$ cat config.mk
export PLATFORM = sky130hd
export DESIGN_NAME = capture_ctrl_flat
export DESIGN_NICKNAME = d
export VERILOG_FILES = /design/src/rtl/capture_pkg.sv /design/src/rtl/capture_if.sv /design/src/rtl/capture_ram.sv /design/src/rtl/capture_ctrl.sv /design/src/flat_wrapper.sv
export SDC_FILE = /design/constraint.sdc
export NUM_CORES = 2
export LEC_CHECK = 0
export ABC_CLOCK_PERIOD_IN_PS = 3800
export BUFFER_PORTS_ARGS = -buffer_cell sky130_fd_sc_hd__buf_2
export CAP_MARGIN = 20
export CORE_ASPECT_RATIO = 0.5
export CORE_UTILIZATION = 55
export CTS_BUF_LIST = sky130_fd_sc_hd__clkbuf_4
export CTS_CLUSTER_DIAMETER = 40
export DETAILED_ROUTE_END_ITERATION = 12
export PLACE_DENSITY = 0.73
export SYNTH_ARGS = -nofsm -noshare
export SYNTH_HDL_FRONTEND = slang
export SYNTH_SLANG_ARGS = --single-unit
$ cat constraint.sdc
create_clock -name clk -period 3.8 [get_ports clk]
set_clock_uncertainty 0.2 [all_clocks]
set_input_delay 0.38 -clock clk [delete_from_list [all_inputs] [get_ports clk]]
set_output_delay 0.38 -clock clk [all_outputs]
set_load 0.005 [all_outputs]
$ cat src/rtl/capture_pkg.sv
// Shared types and defaults for the triggered capture buffer.
package capture_pkg;

  localparam int unsigned DEPTH_DEF  = 256;
  localparam int unsigned ADDR_W_DEF = 8;
  localparam int unsigned SAMPLE_W   = 8;

  typedef enum logic [2:0] {
    S_IDLE      = 3'd0,
    S_PREFILL   = 3'd1,
    S_WAIT_TRIG = 3'd2,
    S_POST      = 3'd3,
    S_READ      = 3'd4
  } state_e;

  typedef logic signed [SAMPLE_W-1:0] sample_t;

endpackage

$ cat src/rtl/capture_if.sv
// Control, sample input and readout handshake of the capture controller.
interface capture_if
  import capture_pkg::*;
#(
  parameter int unsigned ADDR_W = ADDR_W_DEF
);

  logic              arm;
  logic              abort;
  sample_t           data;
  logic              trig;
  logic [ADDR_W-1:0] pretrig;
  logic              busy;
  logic              triggered;
  sample_t           rd_data;
  logic              rd_valid;
  logic              rd_ready;
  logic              rd_last;

  modport slave (
    input  arm, abort, data, trig, pretrig, rd_ready,
    output busy, triggered, rd_data, rd_valid, rd_last
  );

  modport master (
    output arm, abort, data, trig, pretrig, rd_ready,
    input  busy, triggered, rd_data, rd_valid, rd_last
  );

endinterface

$ cat src/rtl/capture_ram.sv
// Simple dual-port sample store: one write port, registered read port, no reset.
module capture_ram
  import capture_pkg::*;
#(
  parameter int unsigned DEPTH = DEPTH_DEF,
  parameter int unsigned AW    = $clog2(DEPTH)
) (
  input  logic          clk,
  input  logic          we_i,
  input  logic [AW-1:0] waddr_i,
  input  sample_t       wdata_i,
  input  logic          re_i,
  input  logic [AW-1:0] raddr_i,
  output sample_t       rdata_o
);

  sample_t mem_q [DEPTH];
  sample_t rdata_q;

  always_ff @(posedge clk) begin
    if (we_i) mem_q[waddr_i] <= wdata_i;
    if (re_i) rdata_q <= mem_q[raddr_i];
  end

  assign rdata_o = rdata_q;

endmodule

$ cat src/rtl/capture_ctrl.sv
// Pre/post-trigger acquisition into a circular buffer, then in-order readout
// with a valid/ready handshake. ADDR_W may exceed log2(DEPTH); pretrig is clamped.
module capture_ctrl
  import capture_pkg::*;
#(
  parameter int unsigned DEPTH  = DEPTH_DEF,
  parameter int unsigned ADDR_W = ADDR_W_DEF
) (
  input  logic      clk,
  input  logic      rst_n,
  capture_if.slave  bus
);

  localparam int unsigned AW = $clog2(DEPTH);
  localparam int unsigned CW = ADDR_W + 1;
  localparam logic [CW-1:0] MAX_PRE = CW'(DEPTH - 1);
  localparam logic [CW-1:0] DEPTH_C = CW'(DEPTH);

  state_e        state_q, state_d;
  logic [CW-1:0] pre_q, pre_d;
  logic [CW-1:0] cnt_q, cnt_d;
  logic [CW-1:0] rd_idx_q, rd_idx_d;
  logic [AW-1:0] wr_ptr_q, wr_ptr_d;
  logic          triggered_q, triggered_d;
  logic          rd_valid_q, rd_valid_d;
  logic          rd_last_q, rd_last_d;
  logic          busy_q;

  logic [CW-1:0] pre_clamp_c;
  logic [CW-1:0] post_len_c;
  logic [CW-1:0] cnt_inc_c;
  logic          we_c;
  logic          re_c;
  logic [AW-1:0] raddr_c;
  sample_t       ram_rdata;

  assign pre_clamp_c = (CW'(bus.pretrig) > MAX_PRE) ? MAX_PRE : CW'(bus.pretrig);
  assign post_len_c  = MAX_PRE - pre_q;
  assign cnt_inc_c   = cnt_q + CW'(1);
  // No writes happen in READ, so wr_ptr_q is the oldest sample of the record.
  assign raddr_c     = wr_ptr_q + rd_idx_q[AW-1:0];

  // Next-state and datapath control
  always_comb begin
    state_d     = state_q;
    pre_d       = pre_q;
    cnt_d       = cnt_q;
    rd_idx_d    = rd_idx_q;
    wr_ptr_d    = wr_ptr_q;
    triggered_d = triggered_q;
    rd_valid_d  = rd_valid_q;
    rd_last_d   = rd_last_q;
    we_c        = 1'b0;
    re_c        = 1'b0;

    if (bus.abort) begin
      state_d     = S_IDLE;
      cnt_d       = '0;
      rd_idx_d    = '0;
      triggered_d = 1'b0;
      rd_valid_d  = 1'b0;
      rd_last_d   = 1'b0;
    end else begin
      case (state_q)
        S_IDLE: begin
          if (bus.arm) begin
            pre_d    = pre_clamp_c;
            cnt_d    = '0;
            rd_idx_d = '0;
            state_d  = (pre_clamp_c == '0) ? S_WAIT_TRIG : S_PREFILL;
          end
        end
        S_PREFILL: begin
          we_c     = 1'b1;
          wr_ptr_d = wr_ptr_q + AW'(1);
          cnt_d    = cnt_inc_c;
          if (cnt_inc_c == pre_q) begin
            cnt_d   = '0;
            state_d = S_WAIT_TRIG;
          end
        end
        S_WAIT_TRIG: begin
          we_c     = 1'b1;
          wr_ptr_d = wr_ptr_q + AW'(1);
          if (bus.trig) begin
            triggered_d = 1'b1;
            cnt_d       = '0;
            state_d     = (post_len_c == '0) ? S_READ : S_POST;
          end
        end
        S_POST: begin
          we_c     = 1'b1;
          wr_ptr_d = wr_ptr_q + AW'(1);
          cnt_d    = cnt_inc_c;
          if (cnt_inc_c == post_len_c) begin
            cnt_d   = '0;
            state_d = S_READ;
          end
        end
        S_READ: begin
          if (rd_valid_q && bus.rd_ready && rd_last_q) begin
            state_d     = S_IDLE;
            triggered_d = 1'b0;
            rd_valid_d  = 1'b0;
            rd_last_d   = 1'b0;
          end else if ((rd_idx_q != DEPTH_C) && (!rd_valid_q || bus.rd_ready)) begin
            re_c       = 1'b1;
            rd_idx_d   = rd_idx_q + CW'(1);
            rd_valid_d = 1'b1;
            rd_last_d  = (rd_idx_q == MAX_PRE);
          end
        end
        default: state_d = S_IDLE;
      endcase
    end
  end

  always_ff @(posedge clk or negedge rst_n) begin
    if (!rst_n) begin
      state_q     <= S_IDLE;
      pre_q       <= '0;
      cnt_q       <= '0;
      rd_idx_q    <= '0;
      wr_ptr_q    <= '0;
      triggered_q <= 1'b0;
      rd_valid_q  <= 1'b0;
      rd_last_q   <= 1'b0;
      busy_q      <= 1'b0;
    end else begin
      state_q     <= state_d;
      pre_q       <= pre_d;
      cnt_q       <= cnt_d;
      rd_idx_q    <= rd_idx_d;
      wr_ptr_q    <= wr_ptr_d;
      triggered_q <= triggered_d;
      rd_valid_q  <= rd_valid_d;
      rd_last_q   <= rd_last_d;
      busy_q      <= (state_d != S_IDLE);
    end
  end

  capture_ram #(
    .DEPTH (DEPTH),
    .AW    (AW)
  ) u_ram (
    .clk     (clk),
    .we_i    (we_c),
    .waddr_i (wr_ptr_q),
    .wdata_i (bus.data),
    .re_i    (re_c),
    .raddr_i (raddr_c),
    .rdata_o (ram_rdata)
  );

  // RAM output register has no reset; mask it so rd_data reads 0 when not valid.
  assign bus.busy      = busy_q;
  assign bus.triggered = triggered_q;
  assign bus.rd_valid  = rd_valid_q;
  assign bus.rd_last   = rd_last_q;
  assign bus.rd_data   = rd_valid_q ? ram_rdata : '0;

endmodule

$ cat src/flat_wrapper.sv
// flat-port wrapper written by rule: the top's interface ports become plain ports
module capture_ctrl_flat import capture_pkg::*;
#(
  parameter int unsigned DEPTH  = DEPTH_DEF,
  parameter int unsigned ADDR_W = ADDR_W_DEF
)
  (clk, rst_n, bus_arm, bus_abort, bus_data, bus_trig, bus_pretrig, bus_rd_ready, bus_busy, bus_triggered, bus_rd_data, bus_rd_valid, bus_rd_last);
  capture_if #(.ADDR_W(ADDR_W)) bus_i ();
  input  logic clk;
  input  logic rst_n;
  input wire logic [$bits(bus_i.arm)-1:0] bus_arm;
  input wire logic [$bits(bus_i.abort)-1:0] bus_abort;
  input wire logic [$bits(bus_i.data)-1:0] bus_data;
  input wire logic [$bits(bus_i.trig)-1:0] bus_trig;
  input wire logic [$bits(bus_i.pretrig)-1:0] bus_pretrig;
  input wire logic [$bits(bus_i.rd_ready)-1:0] bus_rd_ready;
  output wire logic [$bits(bus_i.busy)-1:0] bus_busy;
  output wire logic [$bits(bus_i.triggered)-1:0] bus_triggered;
  output wire logic [$bits(bus_i.rd_data)-1:0] bus_rd_data;
  output wire logic [$bits(bus_i.rd_valid)-1:0] bus_rd_valid;
  output wire logic [$bits(bus_i.rd_last)-1:0] bus_rd_last;
  assign bus_i.arm = bus_arm;
  assign bus_i.abort = bus_abort;
  assign bus_i.data = bus_data;
  assign bus_i.trig = bus_trig;
  assign bus_i.pretrig = bus_pretrig;
  assign bus_i.rd_ready = bus_rd_ready;
  assign bus_busy = bus_i.busy;
  assign bus_triggered = bus_i.triggered;
  assign bus_rd_data = bus_i.rd_data;
  assign bus_rd_valid = bus_i.rd_valid;
  assign bus_rd_last = bus_i.rd_last;
  capture_ctrl #(.DEPTH(DEPTH), .ADDR_W(ADDR_W)) u_core (.clk(clk), .rst_n(rst_n), .bus(bus_i));
endmodule
==> impl_metrics.json <==
{
  "status": "finished with violations",
  "violations": "setup timing",
  "start_util": 0.5564,
  "grt_max_degree": 112,
  "fin_cells": 7214,
  "cts_buffers": 460,
  "synthesis.area_mm2": 0.08306,
  "syn_to_final_growth_pct": 16.85,
  "min_path_type": "in -> reg",
  "synth_xor_area_frac": 0.005152,
  "dr.pass1.iters": 6,
  "combPwrFrac": 0.326,
  "clkLatencyLatePin_ns": 1.34,
  "die_w_um": 551.6,
  "r2r_start": "u_core.rd_idx_q[0]$_DFFE_PN0P_",
  "r2r-end": "u_core.u_ram.rdata_o[1]$_DFFE_PP_",
  "p_int_uw": 44190,
  "synth_nets": 4065,
  "vias_per_cell": 6.347,
  "synth_top_area_frac": 0.7433,
  "ir_drop_v": 0.0003555,
  "maxSlewViolCount": 0,
  "synth_cells": 4027,
  "power_uw": 63680,
  "async_reset_ff_frac": 0.01955,
  "p_sw_frac": 0.3061,
  "yosys.area_share.simple": 0.04164,
  "setup.worst_path.class": "reg -> reg",
  "synth_adder_area_share": 0.002501,
  "drc": 0,
  "slew_headroom": 0.2021,
  "post-route-period-util": 1.084,
  "path_max_fanout": 18,
  "drive_gt1_frac": 0.3853,
  "routed_wl_um": 215000,
  "die_area_mm2": 0.1527,
  "tritoncts": "yes",
  "crit_arrival_ns": 5.00,
  "clock_path_buffers": 4,
  "cts.sinks": 2097,
  "worst_slack_ns": -0.3197,
  "maxCapViolCount": 0,
  "reg2regPathDepth": 11,
  "grt_pass1_wl_um": 311100,
  "mostFrequentLayoutCells": "2056 x edfxtp_1, 708 x clkbuf_4, 558 x mux4_2, 459 x buf_4, 279 x nor2_1",
  "num_io_pins": 34,
  "synth_compound_area_frac": 0.01857,
  "routabilityCongestion": 0.8831,
  "synth_ff_type": "edfxtp_1",
  "grt_antenna_before_repair": 9,
  "whs_path_depth": 2,
  "setup_viol": 8,
  "port-buffer-count": 33,
  "finalNetCount": 4930,
  "finalCriticalPeriod_ns": 4.120,
  "min_from": "bus_data[4]",
  "grt_overflow_total": 0,
  "end_kind": "flip-flop",
  "synth_edf_count": 2056,
  "tightest_slew_ns": 1.194,
  "grtUsageTotal": 0.2849,
  "path_clk_slew_ns": 0.08,
  "synth_mux_area_frac": 0.1620,
  "layout_commonest_cell": "edfxtp_1",
  "p_switching_uw": 19490,
  "power_density_mw_per_mm2": 656.1,
  "ant_nets": 0,
  "seqPwrFrac": 0.403,
  "dp_cells": 6307,
  "yosysWarnings": 0,
  "ys_ff_latch": 2097,
  "avgSynthCellArea_um2": 20.63,
  "cts-root-buf": "clkbuf_4",
  "htree_num_levels": 5,
  "crit_path_start_kind": "flip-flop",
  "final_core_util": 0.6502,
  "yosys-top-cells-area": "edfxtp_1 74%, mux4_2 15%, nor2_1 1.3%, dfrtp_1 1.2%, nand2_1 0.99%",
  "final_hold_viol_count": 0,
  "vias": 45790,
  "pwr-share-clk": 0.271,
  "drt_first_iter_violations": 6617,
  "rsz0062_at_grt": "true",
  "synth_area_leader_cell": "edfxtp_1",
  "rows": 100,
  "required_ns": 4.68,
  "synth_cell_types": 76,
  "grt_pass1_vias": 46090,
  "core_mm2": 0.1493,
  "hold-path-endpoint": "u_core.u_ram.mem_q[107][4]$_DFFE_PP_",
  "wl_per_cell_um": 29.80,
  "fmax_mhz": 242.7,
  "power_leakage_uw": 0.03209,
  "place_hpwl_um": 130800,
  "synth_top_family_by_area": "multiplexers",
  "seq_area_frac_synth": 0.7557,
  "r2r_setup_slack_ns": -0.32,
  "die_y_um": 276.8
}
==> state kept, by name, indices dropped and copies added, names as in the netlist <==
name	cells
u_core.u_ram.rdata_o	8
u_core.pre_q	8
u_core.bus.rd_last	1
u_core.u_ram.mem_q	2048
u_core.cnt_q	9
u_core.state_q	3
u_core.bus.rd_valid	1
u_core.wr_ptr_q	8
u_core.bus.triggered	1
u_core.bus.busy	1
u_core.rd_idx_q	9
==> per-stage QoR <==
| stage | cell area (um2) | setup slack [ns] | TNS (ns) | hold WS [ns] |
|---|---|---|---|---|
| finish | 97060 | -0.3197 | -2.159 | 0.01302 |
| global route | 97060 | -0.3412 | -2.322 | -0.005487 |
| CTS | 96840 | -0.2950 | -2.105 | 0.004717 |
| detailed placement | 89240 | -0.7510 | -4.313 | 0.3581 |
| global placement | 89240 | -0.7482 | -4.329 | 0.3189 |
| floorplan | 83060 | 0.2151 | 0 | -0.1156 |
==> per-layer routing <==
metal,GRT usage,vias to the layer above,part of all wire
met5,0,-,0.00020
met4,0.09421,6,0.027
met3,0.08584,413,0.13
met2,0.4282,3150,0.46
met1,0.4032,23550,0.38
li1,-,18670,-
==> worst max-delay path by stage <==
stage / from / endpoint / slack, ns / depth (start not counted)
final: u_core.rd_idx_q[0]$_DFFE_PN0P_ / u_core.u_ram.rdata_o[1]$_DFFE_PP_ / -0.32 / 11
after global placement: u_core.wr_ptr_q[0]$_DFFE_PN0P_ / u_core.u_ram.rdata_o[3]$_DFFE_PP_ / -0.75 / 9
after floorplan: u_core.wr_ptr_q[0]$_DFFE_PN0P_ / u_core.u_ram.rdata_o[3]$_DFFE_PP_ / 0.22 / 12
after global routing: u_core.rd_idx_q[0]$_DFFE_PN0P_ / u_core.u_ram.rdata_o[5]$_DFFE_PP_ / -0.34 / 14
after detailed placement: u_core.wr_ptr_q[0]$_DFFE_PN0P_ / u_core.u_ram.rdata_o[3]$_DFFE_PP_ / -0.75 / 9
after CTS: u_core.wr_ptr_q[0]$_DFFE_PN0P_ / u_core.u_ram.rdata_o[3]$_DFFE_PP_ / -0.29 / 12
==> critical path: stages (launching register included) <==
cell	delay (ns)
dfrtp_1	0.42
ha_4	0.18
fa_4	0.80
buf_4	0.16
buf_12	0.19
buf_16	0.20
buf_4	0.17
mux4_2	0.31
mux4_2	0.54
or2_2	0.32
a41oi_2	0.27
a311oi_2	0.08
==> cells in the mapped netlist, types with 19 or more instances <==
cell type	n
mux2i_1	61
buf_2	66
nand4_1	46
mux4_2	553
dfrtp_1	41
nor2_1	281
and3_1	23
buf_1	23
or2_2	32
nand2_1	219
xnor2_1	19
edfxtp_1	2056
o21ai_0	91
o211ai_1	22
buf_4	29
clkbuf_1	122
nand3_1	75
==> cell families (layout without fill, tap and decap cells) <==
kind of cell	count (synthesis)	count (layout)
buffers and inverters	257	1447
XOR/XNOR	39	39
adder cells (fa/ha/maj)	16	16
multiplexers	634	634
AND/OR/NAND/NOR	758	758
flip-flops	2097	2097
other	0	8
AO/OA/AOI/OAI	226	226
==> power groups by stage <==
stage	Sequential [uW]	Combinational (uW)	Clock (uW)
5_1_grt	25700	21500	18600
4_1_cts	25600	20200	17500
3_3_place_gp	26200	18100	0
3_5_place_dp	26200	18400	0
6_report	25700	20800	17300
2_1_floorplan	26100	11300	0
==> area by class of cell <==
cell class                 instances  area [um2]
antenna                            8       20.02
fill                            9547       52210
sequential                      2097       62770
timing repair buffer             648        6357
tap                             1989        2489
clock buffer                     708        5315
clock inverter                    79       471.7
multi-input combinational       1673       19600
inverter                          12       45.04
==> repair_timing <==
action                     4_1_cts  5_1_grt
gates cloned                    16        4
setup buffers                   36        7
setup endpoints to repair        8       25
gates resized for setup        126       38
hold endpoints to repair      2138        0
pin swaps                       35       20
hold buffers                    54        0
No activity file was read; power rests on OpenSTA's default activity.
